**src/rtl/dmem_arbiter.sv**
```systemverilog
// Round-robin two-port arbiter in front of the single-port data memory.
// Optional feature: define DMEM_ARB_ADDR_CHECK_EN to flag out-of-range addresses (addr >= DEPTH).
module dmem_arbiter #(
    parameter int DATA_WIDTH = 32,
    parameter int ADD_WIDTH  = 32,
    parameter int DEPTH      = 128
) (
    input  logic                  clk,
    input  logic                  reset,
    input  logic                  p0_valid,
    input  logic                  p0_we,
    input  logic [ADD_WIDTH-1:0]  p0_addr,
    input  logic [DATA_WIDTH-1:0] p0_wdata,
    output logic                  p0_ack,
    input  logic                  p1_valid,
    input  logic                  p1_we,
    input  logic [ADD_WIDTH-1:0]  p1_addr,
    input  logic [DATA_WIDTH-1:0] p1_wdata,
    output logic                  p1_ack,
    output logic [1:0]            rsp_valid,
    output logic [DATA_WIDTH-1:0] rsp_rdata,
    output logic                  rsp_err,
    output logic                  mem_we,
    output logic [ADD_WIDTH-1:0]  mem_addr,
    output logic [DATA_WIDTH-1:0] mem_wdata,
    input  logic [DATA_WIDTH-1:0] mem_rdata,
    output logic                  busy
);

    typedef enum logic [1:0] {IDLE, ACCESS, RESP} state_t;

    state_t                state, state_next;
    logic                  rr_last;
    logic                  grant;
    logic                  lat_we;
    logic                  arb_go;
    logic                  arb_win;
    logic                  arb_we;
    logic [ADD_WIDTH-1:0]  arb_addr;
    logic [DATA_WIDTH-1:0] arb_wdata;
    logic                  hit_err;
    logic                  rdata_kill;

    always_ff @(posedge clk or posedge reset) begin
        if (reset) state <= IDLE;
        else       state <= state_next;
    end

    // Arbitration happens from IDLE and RESP; on a tie the port that did not win last time goes.
    always_comb begin
        state_next = state;
        arb_go     = 1'b0;
        arb_win    = 1'b0;
        case (state)
            IDLE, RESP: begin
                if (p0_valid || p1_valid) begin
                    arb_go     = 1'b1;
                    arb_win    = (p0_valid && p1_valid) ? ~rr_last : p1_valid;
                    state_next = ACCESS;
                end else begin
                    state_next = IDLE;
                end
            end
            ACCESS:  state_next = RESP;
            default: state_next = IDLE;
        endcase
        arb_we    = arb_win ? p1_we    : p0_we;
        arb_addr  = arb_win ? p1_addr  : p0_addr;
        arb_wdata = arb_win ? p1_wdata : p0_wdata;
    end

`ifdef DMEM_ARB_ADDR_CHECK_EN
    localparam logic [ADD_WIDTH-1:0] DEPTH_LIM = ADD_WIDTH'(DEPTH);

    logic lat_err;

    assign hit_err    = (arb_addr >= DEPTH_LIM);
    assign rdata_kill = lat_we | lat_err;

    always_ff @(posedge clk or posedge reset) begin
        if (reset) begin
            lat_err <= 1'b0;
            rsp_err <= 1'b0;
        end else begin
            if (arb_go) lat_err <= hit_err;
            rsp_err <= (state == ACCESS) ? lat_err : 1'b0;
        end
    end
`else
    assign hit_err    = 1'b0;
    assign rdata_kill = lat_we;
    assign rsp_err    = 1'b0;
`endif

    // mem_addr/mem_wdata double as the latched request and simply hold between accesses.
    always_ff @(posedge clk or posedge reset) begin
        if (reset) begin
            rr_last   <= 1'b1;
            grant     <= 1'b0;
            lat_we    <= 1'b0;
            p0_ack    <= 1'b0;
            p1_ack    <= 1'b0;
            mem_we    <= 1'b0;
            mem_addr  <= '0;
            mem_wdata <= '0;
            rsp_valid <= 2'b00;
            rsp_rdata <= '0;
            busy      <= 1'b0;
        end else begin
            p0_ack    <= 1'b0;
            p1_ack    <= 1'b0;
            mem_we    <= 1'b0;
            rsp_valid <= 2'b00;
            rsp_rdata <= '0;
            busy      <= (state_next != IDLE);
            if (arb_go) begin
                grant     <= arb_win;
                rr_last   <= arb_win;
                lat_we    <= arb_we;
                mem_addr  <= arb_addr;
                mem_wdata <= arb_wdata;
                mem_we    <= arb_we & ~hit_err;
                p0_ack    <= ~arb_win;
                p1_ack    <= arb_win;
            end
            if (state == ACCESS) begin
                rsp_valid <= grant ? 2'b10 : 2'b01;
                rsp_rdata <= rdata_kill ? '0 : mem_rdata;
            end
        end
    end

endmodule

```
**config.mk**
```make
export PLATFORM = sky130hd
export DESIGN_NAME = dmem_arbiter
export DESIGN_NICKNAME = d
export VERILOG_FILES = /design/src/rtl/dmem_arbiter.sv
export SDC_FILE = /design/constraint.sdc
export NUM_CORES = 1
export LEC_CHECK = 0
export BUFFER_PORTS_ARGS = -buffer_cell sky130_fd_sc_hd__buf_2
export CAP_MARGIN = 20
export CORE_AREA = 4 4 106 108
export CTS_BUF_LIST = sky130_fd_sc_hd__clkbuf_8
export CTS_CLUSTER_DIAMETER = 30
export CTS_CLUSTER_SIZE = 8
export DETAILED_ROUTE_END_ITERATION = 10
export DIE_AREA = 0 0 110 112
export MAX_ROUTING_LAYER = met4
export PLACE_DENSITY_LB_ADDON = 0.05
export SYNTH_ARGS = -nofsm -noshare
export SYNTH_HDL_FRONTEND = slang
export SYNTH_SLANG_ARGS = --single-unit
```
**constraint.sdc**
```tcl
create_clock -name clk -period 5.4 [get_ports clk]
set_input_delay 1.62 -clock clk [delete_from_list [all_inputs] [get_ports clk]]
set_output_delay 1.62 -clock clk [all_outputs]
set_load 0.02 [all_outputs]
```
After elaboration in Yosys (flattened, before gate mapping)
Cells that the tools add are included.

Eq/ne operators: 2. Muxes and demuxes: 17. Bitwise logic cells: 2. Reductions and logical operators: 5.

Operators by type and width (count): 2-to-1 mux 32 bit (4); 2-to-1 mux 1 bit (10); 2-to-1 mux 2 bit (2); one-hot mux 2 bit (2 select lines) (1); == test 2 x 1 -> 1 bit (second input constant) (1); == test 2 bit (second input constant) (1); zero test 2 bit (1); NOT 1 bit (2); nonzero test 2 bit (1); OR reduction 2 bit (1); logical AND 1 bit (1); logical OR 1 bit (1).

Input port bits: 166. Output and inout port bits: 103. Register bits: 107.

Longest topological paths before layout
Depth in word-level cells: 6. Mapped depth: 6. Mapped depth without buffers: 4.

Least setup slack after synthesis
No wires, ideal clock.

Path kind: input -> register. Start: input p1_valid. End: register mem_addr[10]. Data arrival time: 2533 ps. Path buffers: 3. Path slack: 2741 ps. Setup time: 126 ps. Stages: 6. Cell sequence: buf_2 nand2b_1 buf_2 nor2_4 buf_6 a221o_1.

Word-level cells in the longest chain between the ends: 5. Elaborated cells between the ends (all ways): 8. Classes of those cells: mux (6); reduce/logical (2).

Ends and longest elaborated chain: start: declaration (RTL line 15) `input logic p1_valid,`; logical AND 1 bit (RTL line 58) `arb_win = (p0_valid && p1_valid) ? ~rr_last : p1_valid;`; 2-to-1 mux 1 bit (RTL line 58); 2-to-1 mux 1 bit (RTL line 56) `if (p0_valid || p1_valid) begin`; 2-to-1 mux 1 bit (RTL line 54) `case (state)`; 2-to-1 mux 32 bit (RTL line 68) `arb_addr = arb_win ? p1_addr : p0_addr;`; end signal: assignment (RTL line 120) `mem_addr <= arb_addr;`; end: declaration (RTL line 24) `output logic [ADD_WIDTH-1:0] mem_addr,`.

Parallel ways exist; a longest one is shown, timed or not. A chain may end at the register's enable or synchronous reset.

Worst setup path in the final report
Start: input p1_valid. End: register mem_wdata[24].

Word-level cells in the longest chain between the ends: 5. Elaborated cells between the ends (all ways): 8. Classes of those cells: mux (6); reduce/logical (2).

Ends and longest elaborated chain: logical AND 1 bit (RTL line 58); 2-to-1 mux 1 bit (RTL line 58); 2-to-1 mux 1 bit (RTL line 56); 2-to-1 mux 1 bit (RTL line 54); 2-to-1 mux 32 bit (RTL line 69) `arb_wdata = arb_win ? p1_wdata : p0_wdata;`; end signal: assignment (RTL line 121) `mem_wdata <= arb_wdata;`; end: declaration (RTL line 25) `output logic [DATA_WIDTH-1:0] mem_wdata,`.

Parallel ways exist; a longest one is shown, timed or not.

==> results <==
- The flow ran to the end, and the final reports show no timing, DRC or antenna violations.
- The pre-antenna-repair detailed-routing pass consisted of 4 iterations.
- The die outline width is 110 um.
- TritonCTS created 9 clock buffers.
- At the later pin of the worst-skew pair, clock insertion delay measures 0.39 ns.
- Port buffering added 267 buffers.
- The peak clock frequency supported by timing is 294 MHz.
- The analysis attributes to cell leakage a power of 3.06 nW.
- roughly 270 I/O pins were placed.
- Counting every net in the synthesized netlist gives 564.
- The routability-driven placement congestion ratio is 0.813.
- The startpoint of the most critical setup path is p1_valid.
- The power share of the sequential group is 46.9%.
- Dividing the detail-routed wire length by the instance count gives about 18 um.
- The post-route minimum period is 3.41 ns.
- Clock-pin slew was measured on the worst setup and hold paths at 0.11 ns.
- The startpoint identified for the worst hold timing path is grant$_DFFE_PP0P_.
- Once the floorplan was initialized, standard cells occupied 44.0% of the core.
- Combinational logic is responsible for 32.2% of the overall power.
- The net switching component of the power is 779 uW.
- The antenna diode count is 0.
- Setup repair after global routing left no endpoint under its margin.
- Entering global routing, the biggest net connects between 70 and 80 pins.
- Of the total power, the clock network draws around a fifth.
- The synthesized netlist occupies a cell area of 0.00450 mm^2.
- The worst register-to-register path has a setup slack of 3.28 ns.
- The detail route stage leaves a number of antenna-violating nets equal to 0.
- For the pin with the worst max-slew slack, the measured transition is 1.06 ns.
- The DRC violation count after routing is 0.
- The kind of end point of the critical path is a flop.
- The global-route wire length before repair is 21500 um.
- The sequential-to-total area share from yosys stat is 59.5%.
- The min-delay analysis places its worst path in the category reg -> reg.
- The mean area per synthesized cell is ~11 um^2.
- The initialized floorplan defines 37 standard-cell rows.
- In this run the power density over the cells is 353 mW/mm^2.
- The clock passes through at most 2 buffers.
- The worst path required time is between 5 and 6 ns.
- The clock sink count is 107.
- The cell area after placement is 0.00589 mm^2.
- The worst-path maximum fanout is 70.
- The post-synthesis cell count is 398.
- The total wire length is 14200 um.
- The maximum ir drop on the vdd rail is 0.259 mV.
- The full die area is 0.0123 mm^2.
- The total vias in the final route is between 4000 and 5000.
- Internal power comes to 1.36 mW.
- The startpoint of the most critical register-to-register path is state[0]$_DFF_PP0_.
- The initial antenna violation count came to 0.
- The count of pins over their slew limit was 0.
- The final setup violation count is 0.
- For this run, the number of Yosys warnings is 0.
- Measured against its own limit, the worst slew margin works out to 29.2%.
- Post-CTS repair changed the size of 0 cells.
- The number of global-route vias before repair is 4271.
- The die height is about 110 um.
- Summing all non-filler instances in the final layout gives an area of 0.00606 mm^2.
- The number of hold violations in the final report was 0.
- The worst setup path category is in -> reg.
- The overall track demand over capacity in global routing is 23.3%.
- The region available for standard cell placement spans 0.0102 mm^2.
- CTS built an H-tree with a depth of 3.
- The HPWL after detailed placement is between 10000 and 15000 um.
- The switching portion of total power is 36.4%.
- Summed over all failing endpoints, the final setup total negative slack is 0 ns.
- The flop and latch count out of synthesis is 107.
- Once the clock tree was built, the setup fixing pass inserted 0 buffers.
- The total global routing overflow is 0.
- The count of distinct cell types in the synthesized netlist is 27.
- The cell chosen for the clock root is sky130_fd_sc_hd__clkbuf_8.
- For this block, the initial DRC count from the detailed router was around 230.
- The synthesis-to-layout area growth is 34.6%.
- Of the cells placed in the final design, the portion with a size suffix greater than 1 is 45.7%.
- The hold buffer count at CTS is 0.
- The worst path uses 63.1% of the clock period.
- In the routed layout, each cell is associated on average with a via count of 5.38.
- For the final database, setup skew stands at approximately 0.015 ns.
- Max-cap violations in this run came to 0.
- The TritonCTS clock tree is done.
- The type of element launching the critical path is an input pin.
- STA puts the critical path data arrival time at 3.70 ns.
- The total number of nets in the final design is 808.
## stage by stage
step / total power, mW / setup WS [ns] / hold WS [ns] / std cells / util [%]
after floorplan: 1.44 / 0.964 / 0.418 / 398 / -
after global routing: 2.26 / 1.87 / 0.503 / 783 / 59.2
final: 2.14 / 1.99 / 0.476 / 783 / 59.2
after detailed placement: 1.71 / 1.65 / 0.456 / 767 / 57.6
after CTS: 2.16 / 2.05 / 0.474 / 783 / 59.2
after global placement: 1.70 / 1.72 / 0.443 / 766 / 57.4
## per-layer routing
metal  up-vias  share of wire [%]  track usage [%]  wire length (um)
met5         -                  0                -                 0
li1       1958                  -                -                 -
met3        30                9.0             7.19              1280
met4         0                3.0             9.06               418
met2       227                 49             36.6              6940
met1      1998                 39             27.9              5530
## cell families (layout without fill, tap and decap cells)
group / count (synthesis) / count (layout) / share of synthesized area (%)
compound gates: 138 / 138 / 23.0
other cells: 1 / 1 / 0.0833
buf+inv: 47 / 296 / 4.75
simple gates: 105 / 105 / 12.6
flops: 107 / 107 / 59.5
## layout make-up
class	instances	area [um^2]
fill	921	4170
multi-input combinational	244	1620
inverter	6	25.0
sequential	107	2680
clock buffer	9	124
tap	136	170
timing repair buffer	274	1400
clock inverter	7	47.5
## cells in the final DEF (no fill, tap or decap), drive strengths merged
cell type / netlist / layout
clkinv: 1 / 3
dfrtp: 106 / 106
o22ai: 1 / 1
o21bai: 1 / 1
a21o: 1 / 1
nand2b: 2 / 2
buf: 13 / 274
clkinvlp: 0 / 3
inv: 5 / 7
dfstp: 1 / 1
clkbuf: 28 / 9
nor2: 37 / 37
a31oi: 34 / 34
a211oi: 1 / 1
conb: 1 / 1
and2: 65 / 65
a221o: 31 / 31
nand2: 1 / 1
o21ai: 34 / 34
a22o: 1 / 1
o2111ai: 34 / 34
## cells in the mapped netlist, drive strengths merged
cell type | instances | area [um^2]
dfrtp | 106 | 2650
conb | 1 | 3.75
o21ai | 34 | 170
clkbuf | 28 | 106
a221o | 31 | 310
buf | 13 | 85.1
inv | 5 | 18.8
o2111ai | 34 | 298
nor2 | 37 | 146
a22o | 1 | 8.76
dfstp | 1 | 26.3
nand2 | 1 | 3.75
clkinv | 1 | 3.75
and2 | 65 | 407
o21bai | 1 | 11.3
o22ai | 1 | 6.26
a211oi | 1 | 12.5
a21o | 1 | 7.51
a31oi | 34 | 213
nand2b | 2 | 12.5
## flip-flops by register name (all words and copies together), names as in the netlist
| signal | count |
|---|---|
| busy | 1 |
| lat_we | 1 |
| rr_last | 1 |
| grant | 1 |
| p1_ack | 1 |
| state | 2 |
| rsp_valid | 2 |
| rsp_rdata | 32 |
| mem_addr | 32 |
| p0_ack | 1 |
| mem_wdata | 32 |
| mem_we | 1 |
## power groups by stage
stage / Combinational, mW / Sequential [mW] / Clock, mW
finish: 0.689 / 1.00 / 0.446
global route: 0.748 / 1.02 / 0.496
global placement: 0.684 / 1.01 / 0
detailed placement: 0.693 / 1.02 / 0
floorplan: 0.258 / 1.18 / 0
CTS: 0.696 / 1.00 / 0.458
## worst paths after layout
check / depth (start not counted) / endpoint
max: 6 / mem_wdata[24]$_DFFE_PP0P_
min: 1 / rsp_valid[0]$_DFF_PP0_
max reg2reg: 5 / mem_wdata[24]$_DFFE_PP0P_
min reg2reg: 1 / rsp_valid[0]$_DFF_PP0_
max in group asynchronous: 3 / rr_last$_DFFE_PP1P_
min in group asynchronous: 2 / rsp_rdata[26]$_DFF_PP0_
## critical path, cell delays in order
cell and delay, ns:
sky130_fd_sc_hd__buf_2 0.57, sky130_fd_sc_hd__o21bai_2 0.13, sky130_fd_sc_hd__buf_4 0.25, sky130_fd_sc_hd__inv_2 0.78
sky130_fd_sc_hd__nor2_1 0.11, sky130_fd_sc_hd__a31oi_1 0.19
No activity file was read; power rests on OpenSTA's default activity.
